<file path="config.mk">
export PLATFORM = sky130hd
export DESIGN_NAME = oled_ctrl
export DESIGN_NICKNAME = d
export VERILOG_FILES = /design/src/rtl/oled_pkg.sv /design/src/rtl/oled_spi_tx.sv /design/src/rtl/oled_ctrl.sv
export SDC_FILE = /design/constraint.sdc
export NUM_CORES = 1
export LEC_CHECK = 0
export CAP_MARGIN = 20
export CORE_MARGIN = 1.5
export CORE_UTILIZATION = 60
export DETAILED_ROUTE_END_ITERATION = 6
export PLACE_DENSITY = 0.83
export SYNTH_ARGS = -nofsm -noshare
export SYNTH_HDL_FRONTEND = slang
export SYNTH_SLANG_ARGS = --single-unit
</file>
<file path="constraint.sdc">
create_clock -name sysclk -period 3.8 [get_ports sysclk]
set_clock_uncertainty 0.1 [all_clocks]
set_input_delay 0.38 -clock sysclk [delete_from_list [all_inputs] [get_ports sysclk]]
set_output_delay 0.38 -clock sysclk [all_outputs]
set_load 0.01 [all_outputs]
</file>
<file path="src/rtl/oled_pkg.sv">
// oled_pkg: sequencer states and panel command bytes shared by the OLED controller
package oled_pkg;
  typedef enum logic [3:0] {
    OFF, VDD_WAIT, RES_LO, RES_HI, INIT_A, VBAT_WAIT, INIT_B, READY, PD_CMD, PD_VBAT, DEAD
  } state_t;
  localparam int N_INIT = 10;
  localparam int N_INIT_A = 5;
  localparam logic [0:N_INIT-1][7:0] INIT_CMDS = {
    8'hAE, 8'h8D, 8'h14, 8'hD9, 8'hF1, 8'hA1, 8'hC8, 8'hDA, 8'h20, 8'hAF
  };
  localparam logic [7:0] CMD_DISPLAY_OFF = 8'hAE;
endpackage

</file>
<file path="src/rtl/oled_spi_tx.sv">
// oled_spi_tx: MSB-first byte serialiser, SCLK idles high, SCLK_HALF cycles per phase
module oled_spi_tx #(
  parameter int SCLK_HALF = 5
) (
  input  logic       clk,
  input  logic       rst,
  input  logic       start,
  input  logic       dc,
  input  logic [7:0] data,
  output logic       busy,
  output logic       done,
  output logic       sclk,
  output logic       sdin,
  output logic       dc_out
);
  logic [7:0] sh;
  logic [7:0] cnt;
  logic [2:0] nbit;
  logic       phase_end;
  assign phase_end = cnt == 8'(SCLK_HALF - 1);
  // done marks the final cycle of the last high phase
  assign done = busy && sclk && phase_end && nbit == 3'd7;
  assign sdin = sh[7];
  always_ff @(posedge clk) begin
    if (rst) begin
      busy   <= 1'b0;
      sclk   <= 1'b1;
      sh     <= '0;
      dc_out <= 1'b0;
      cnt    <= '0;
      nbit   <= '0;
    end else if (start) begin
      busy   <= 1'b1;
      sclk   <= 1'b0;
      sh     <= data;
      dc_out <= dc;
      cnt    <= '0;
      nbit   <= '0;
    end else if (busy) begin
      cnt <= phase_end ? '0 : cnt + 8'd1;
      if (phase_end && !sclk) sclk <= 1'b1;
      else if (phase_end && nbit == 3'd7) busy <= 1'b0;
      else if (phase_end) begin
        sclk <= 1'b0;
        sh   <= {sh[6:0], 1'b0};
        nbit <= nbit + 3'd1;
      end
    end
  end
endmodule

</file>
<file path="src/rtl/oled_ctrl.sv">
// oled_ctrl: OLED power-up/init/power-down sequencer with a host byte write port
module oled_ctrl
  import oled_pkg::*;
#(
  parameter int SCLK_HALF = 5,
  parameter int T_VDD     = 100000,
  parameter int T_RES     = 300,
  parameter int T_VBAT    = 10000000
) (
  input  logic       sysclk,
  input  logic       cpu_reset,
  input  logic       wr_valid,
  input  logic       wr_dc,
  input  logic [7:0] wr_data,
  output logic       wr_ready,
  input  logic       off_req,
  output logic       init_done,
  output logic       oled_dc,
  output logic       oled_res,
  output logic       oled_sclk,
  output logic       oled_sdin,
  output logic       oled_vbat,
  output logic       oled_vdd
);
  state_t      state, state_n;
  logic [31:0] cnt;
  logic [3:0]  idx;
  logic        busy, done, start;
  logic [7:0]  tx_data;
  logic        tx_dc;
  assign wr_ready  = state == READY && !busy && !off_req;
  assign init_done = state == READY;
  assign start     = (wr_valid && wr_ready) || (state inside {INIT_A, INIT_B, PD_CMD} && !busy);
  assign tx_data   = state == READY ? wr_data : state == PD_CMD ? CMD_DISPLAY_OFF : INIT_CMDS[idx];
  assign tx_dc     = state == READY && wr_dc;
  always_comb begin
    state_n = state;
    case (state)
      OFF:       state_n = VDD_WAIT;
      VDD_WAIT:  if (cnt == 32'(T_VDD - 1)) state_n = RES_LO;
      RES_LO:    if (cnt == 32'(T_RES - 1)) state_n = RES_HI;
      RES_HI:    if (cnt == 32'(T_RES - 1)) state_n = INIT_A;
      INIT_A:    if (done && idx == 4'(N_INIT_A - 1)) state_n = VBAT_WAIT;
      VBAT_WAIT: if (cnt == 32'(T_VBAT - 1)) state_n = INIT_B;
      INIT_B:    if (done && idx == 4'(N_INIT - 1)) state_n = READY;
      READY:     if (off_req && !busy) state_n = PD_CMD;
      PD_CMD:    if (done) state_n = PD_VBAT;
      PD_VBAT:   if (cnt == 32'(T_VBAT - 1)) state_n = DEAD;
      default:   state_n = state;
    endcase
  end
  // panel supply/reset pins follow the state one cycle later
  always_ff @(posedge sysclk) begin
    if (cpu_reset) begin
      state     <= OFF;
      cnt       <= '0;
      idx       <= '0;
      oled_vdd  <= 1'b1;
      oled_vbat <= 1'b1;
      oled_res  <= 1'b1;
    end else begin
      state     <= state_n;
      cnt       <= state_n != state ? '0 : cnt + 32'd1;
      idx       <= done && state inside {INIT_A, INIT_B} ? idx + 4'd1 : idx;
      oled_vdd  <= state == DEAD;
      oled_vbat <= !(state inside {VBAT_WAIT, INIT_B, READY, PD_CMD});
      oled_res  <= state != RES_LO;
    end
  end
  oled_spi_tx #(.SCLK_HALF(SCLK_HALF)) u_tx (
    .clk   (sysclk),
    .rst   (cpu_reset),
    .start (start),
    .dc    (tx_dc),
    .data  (tx_data),
    .busy  (busy),
    .done  (done),
    .sclk  (oled_sclk),
    .sdin  (oled_sdin),
    .dc_out(oled_dc)
  );
endmodule

</file>
==> results.md <==
- Share of flip-flops with an asynchronous set or reset: 0
- Syn Inst Count: 409
- Synth warnings: 0
- CTS root buffer: clkbuf_8
- GRT Residual Overflow: 0
- Seq/Total Area, Yosys: 0.370
- Largest net degree at the start of global routing: 33
- First drt pass iteration count: 4
- Dominant cell type by area after synthesis: dfxtp_1
- DR vias/cell: 5.82
- RSZ-0062 raised after global routing: no
- Worst-path clk slew: 0.08 ns
- Relative slew slack: 0.453
- Row count: 27
- Core Box Area: 5570 um^2
- PwrDens: 355 nW/um^2
- Arr. time, crit path: 2.32 ns
- ANT nets after route: 0
- Worst setup EP type: output port
- TritonCTS clock tree: yes
- Post-Layout Cell Count: 499
- Total number of vias: 2904
- EDFF count, synth: 0
- Reg2reg start: cnt[2]
- Critical Path Start: state[2]
- Area after DPL: 3690 um^2
- Fraction of layout cells with a size suffix above 1: 0.0890
- DR iter-0 viols: 197
- Synth cell types: 59
- Register bit total from synthesis: 65
- Crit path time final: 2.80 ns
- GRT Total Usage: 0.257
- Final Hold Viols: 0
- Number of max-cap violations: 0
- Die Height: 79.6 um
- Final setup margin: 0.998 ns
- Peak fanout along the critical path: 15
- Max frequency: 0.357 GHz
- CP Launch Type: flop
- Drt wl/cell: 14.6 um
- Synth-to-layout area growth: 11.3%
- Die width: 79.6 um
- Main synth FF type: dfxtp_1
- WS Path Type: flop to output port
- Final slew viol count: 0
- Worst slack, placed: 1.18 ns
- CP required: 3.32 ns
- R2R setup slack: 1.21 ns
- Inst Count DP: 483
- Util after Layout: 0.703
- Area share of the largest cell type after synthesis: 0.370
- Setup bufs post-CTS: 0
- CTS buffer count: 9
- CP endpoint: init_done
- Number of global-route vias before repair: 2808
- Hpwl dp: 5160 um
- Nets: 445
- I/O Pins: 21
- Worst slew pin tran: 0.821 ns
- Leak: 1.36 nW
- Reg-to-Reg End: cnt[15]
- Final Wtd Congestion: 0.844
- Max Buffers Root-to-Sink: 2
- Drt total wl: 7270 um
- Detailed-route DRC error count: 0
- # resized after CTS: 0
- Top post-synthesis cells by area: dfxtp_1 (37%), nor2_1 (6.4%), xnor2_1 (5.5%)
- Fin area: 3920 um^2
- R2R depth: 5
- Antenna violations before repair: 0
- Number of port buffers: 20
- Hold Buf Count CTS: 0
- Ant diodes: 0
- Final setup vio count: 0
- Post-Syn Nets: 432
- Die footprint: 6330 um^2
- Clk sinks: 65
- Max rail drop VDD: 0.307 mV
- H-tree depth: 3
- Status: finished clean
- Final period util: 0.737
- Initial Util: 0.631
- Setup_tns: 0 ns
- Mean Syn Cell Area: 8.61 um^2
- Worst skew pair latency: 0.35 ns
- Synth Cell Area: 3520 um^2
- Hold Path Class: flop to flop
- First-pass GRT wire length: 12700 um
critical path, stage by stage (launching register included):
cell and delay, ns:
dfxtp_1 0.64, nand4b_1 0.44, inv_1 0.31, clkdlybuf4s50_1 0.58
report_power, final:
group / internal, W / leakage [nW] / switching, W / total (W)
Sequential: 0.000683 / 0.524 / 0.00000374 / 0.000687
Clock: 0.000388 / 0.105 / 0.000275 / 0.000662
Combinational: 0.0000193 / 0.733 / 0.0000214 / 0.0000407
Total: 0.00109 / 1.36 / 0.000300 / 0.00139
layout make-up:
class,instances,area (um^2)
clock buffers,10,138
clock inverters,6,91.3
fillers,462,1660
inverters,13,48.8
multi-input cells,309,2020
flip-flops and latches,65,1300
well taps,72,90.1
repair buffers,24,230
worst min path at each step:
stage           startpoint          end  depth (start not counted)  slack [ns]
5_1_grt        u_tx.dc_out  u_tx.dc_out                          2        0.37
3_5_place_dp   u_tx.dc_out  u_tx.dc_out                          2        0.35
3_3_place_gp   u_tx.dc_out  u_tx.dc_out                          2        0.34
2_1_floorplan   u_tx.sh[0]   u_tx.sh[0]                          2        0.35
6_report       u_tx.dc_out  u_tx.dc_out                          2        0.36
4_1_cts        u_tx.dc_out  u_tx.dc_out                          2        0.36
cells in the mapped netlist, types with 3 or more instances:
cell / instances
inv_1: 13
mux2i_1: 12
buf_6: 5
nor2_1: 60
a31oi_1: 6
nor3_1: 23
ha_1: 10
nand2b_1: 5
xor2_1: 18
dfxtp_1: 65
a211oi_1: 3
xnor2_1: 22
and3_1: 6
o211ai_1: 4
nand4_1: 14
nand4b_1: 4
o21a_1: 4
o21ai_0: 9
a21oi_1: 15
nand3_1: 21
clkbuf_1: 11
nor4_1: 11
nand2_1: 21
sequential cells by signal, indices dropped and copies added (netlist names):
name / cells
u_tx.dc_out: 1
u_tx.nbit: 3
idx: 4
cnt: 32
oled_vdd: 1
state: 4
u_tx.sclk: 1
u_tx.busy: 1
oled_res: 1
u_tx.sh: 8
u_tx.cnt: 8
oled_vbat: 1
placed cells by master, fill, tap and decap left out, types with 3 or more instances in the layout:
master and count:
ha_1 10, xor2_1 18, and3_1 6, nand3_1 21, nand4_1 14, dfxtp_1 65, o21a_1 4, xnor2_1 22
nand4b_1 4, inv_1 13, nand2_1 21, o21ai_0 9, mux2i_1 12, nor4_1 11, o211ai_1 4, a31oi_1 6
nand2b_1 5, a21oi_1 15, nor2_1 60, nor3_1 23, a211oi_1 3, clkinvlp_4 3, clkbuf_8 10, buf_4 4
clkdlybuf4s50_1 20
through the flow:
step                power [W]  hold WS [ns]
finish                0.00139         0.360
global route          0.00144         0.375
CTS                   0.00140         0.362
detailed placement   0.000743         0.353
global placement     0.000743         0.339
floorplan            0.000729         0.347
routing by layer:
layer  up-vias  GRT usage  share of wire
met5         -          0              0
met4         0      0.104          0.014
met3         8     0.0549          0.051
met2        62      0.434           0.49
met1      1348      0.315           0.44
li1       1486          -              -
cells by family after synthesis:
kind of cell	after synthesis	synth area share
xor gates and xnor gates	40	0.0995
AOI/OAI and AO/OA	54	0.106
muxes	14	0.0405
adders and majority gates	10	0.0355
DFF	65	0.370
buffers and inverters	35	0.0569
and+or+nand+nor	191	0.292
No activity file was read; power rests on OpenSTA's default activity.
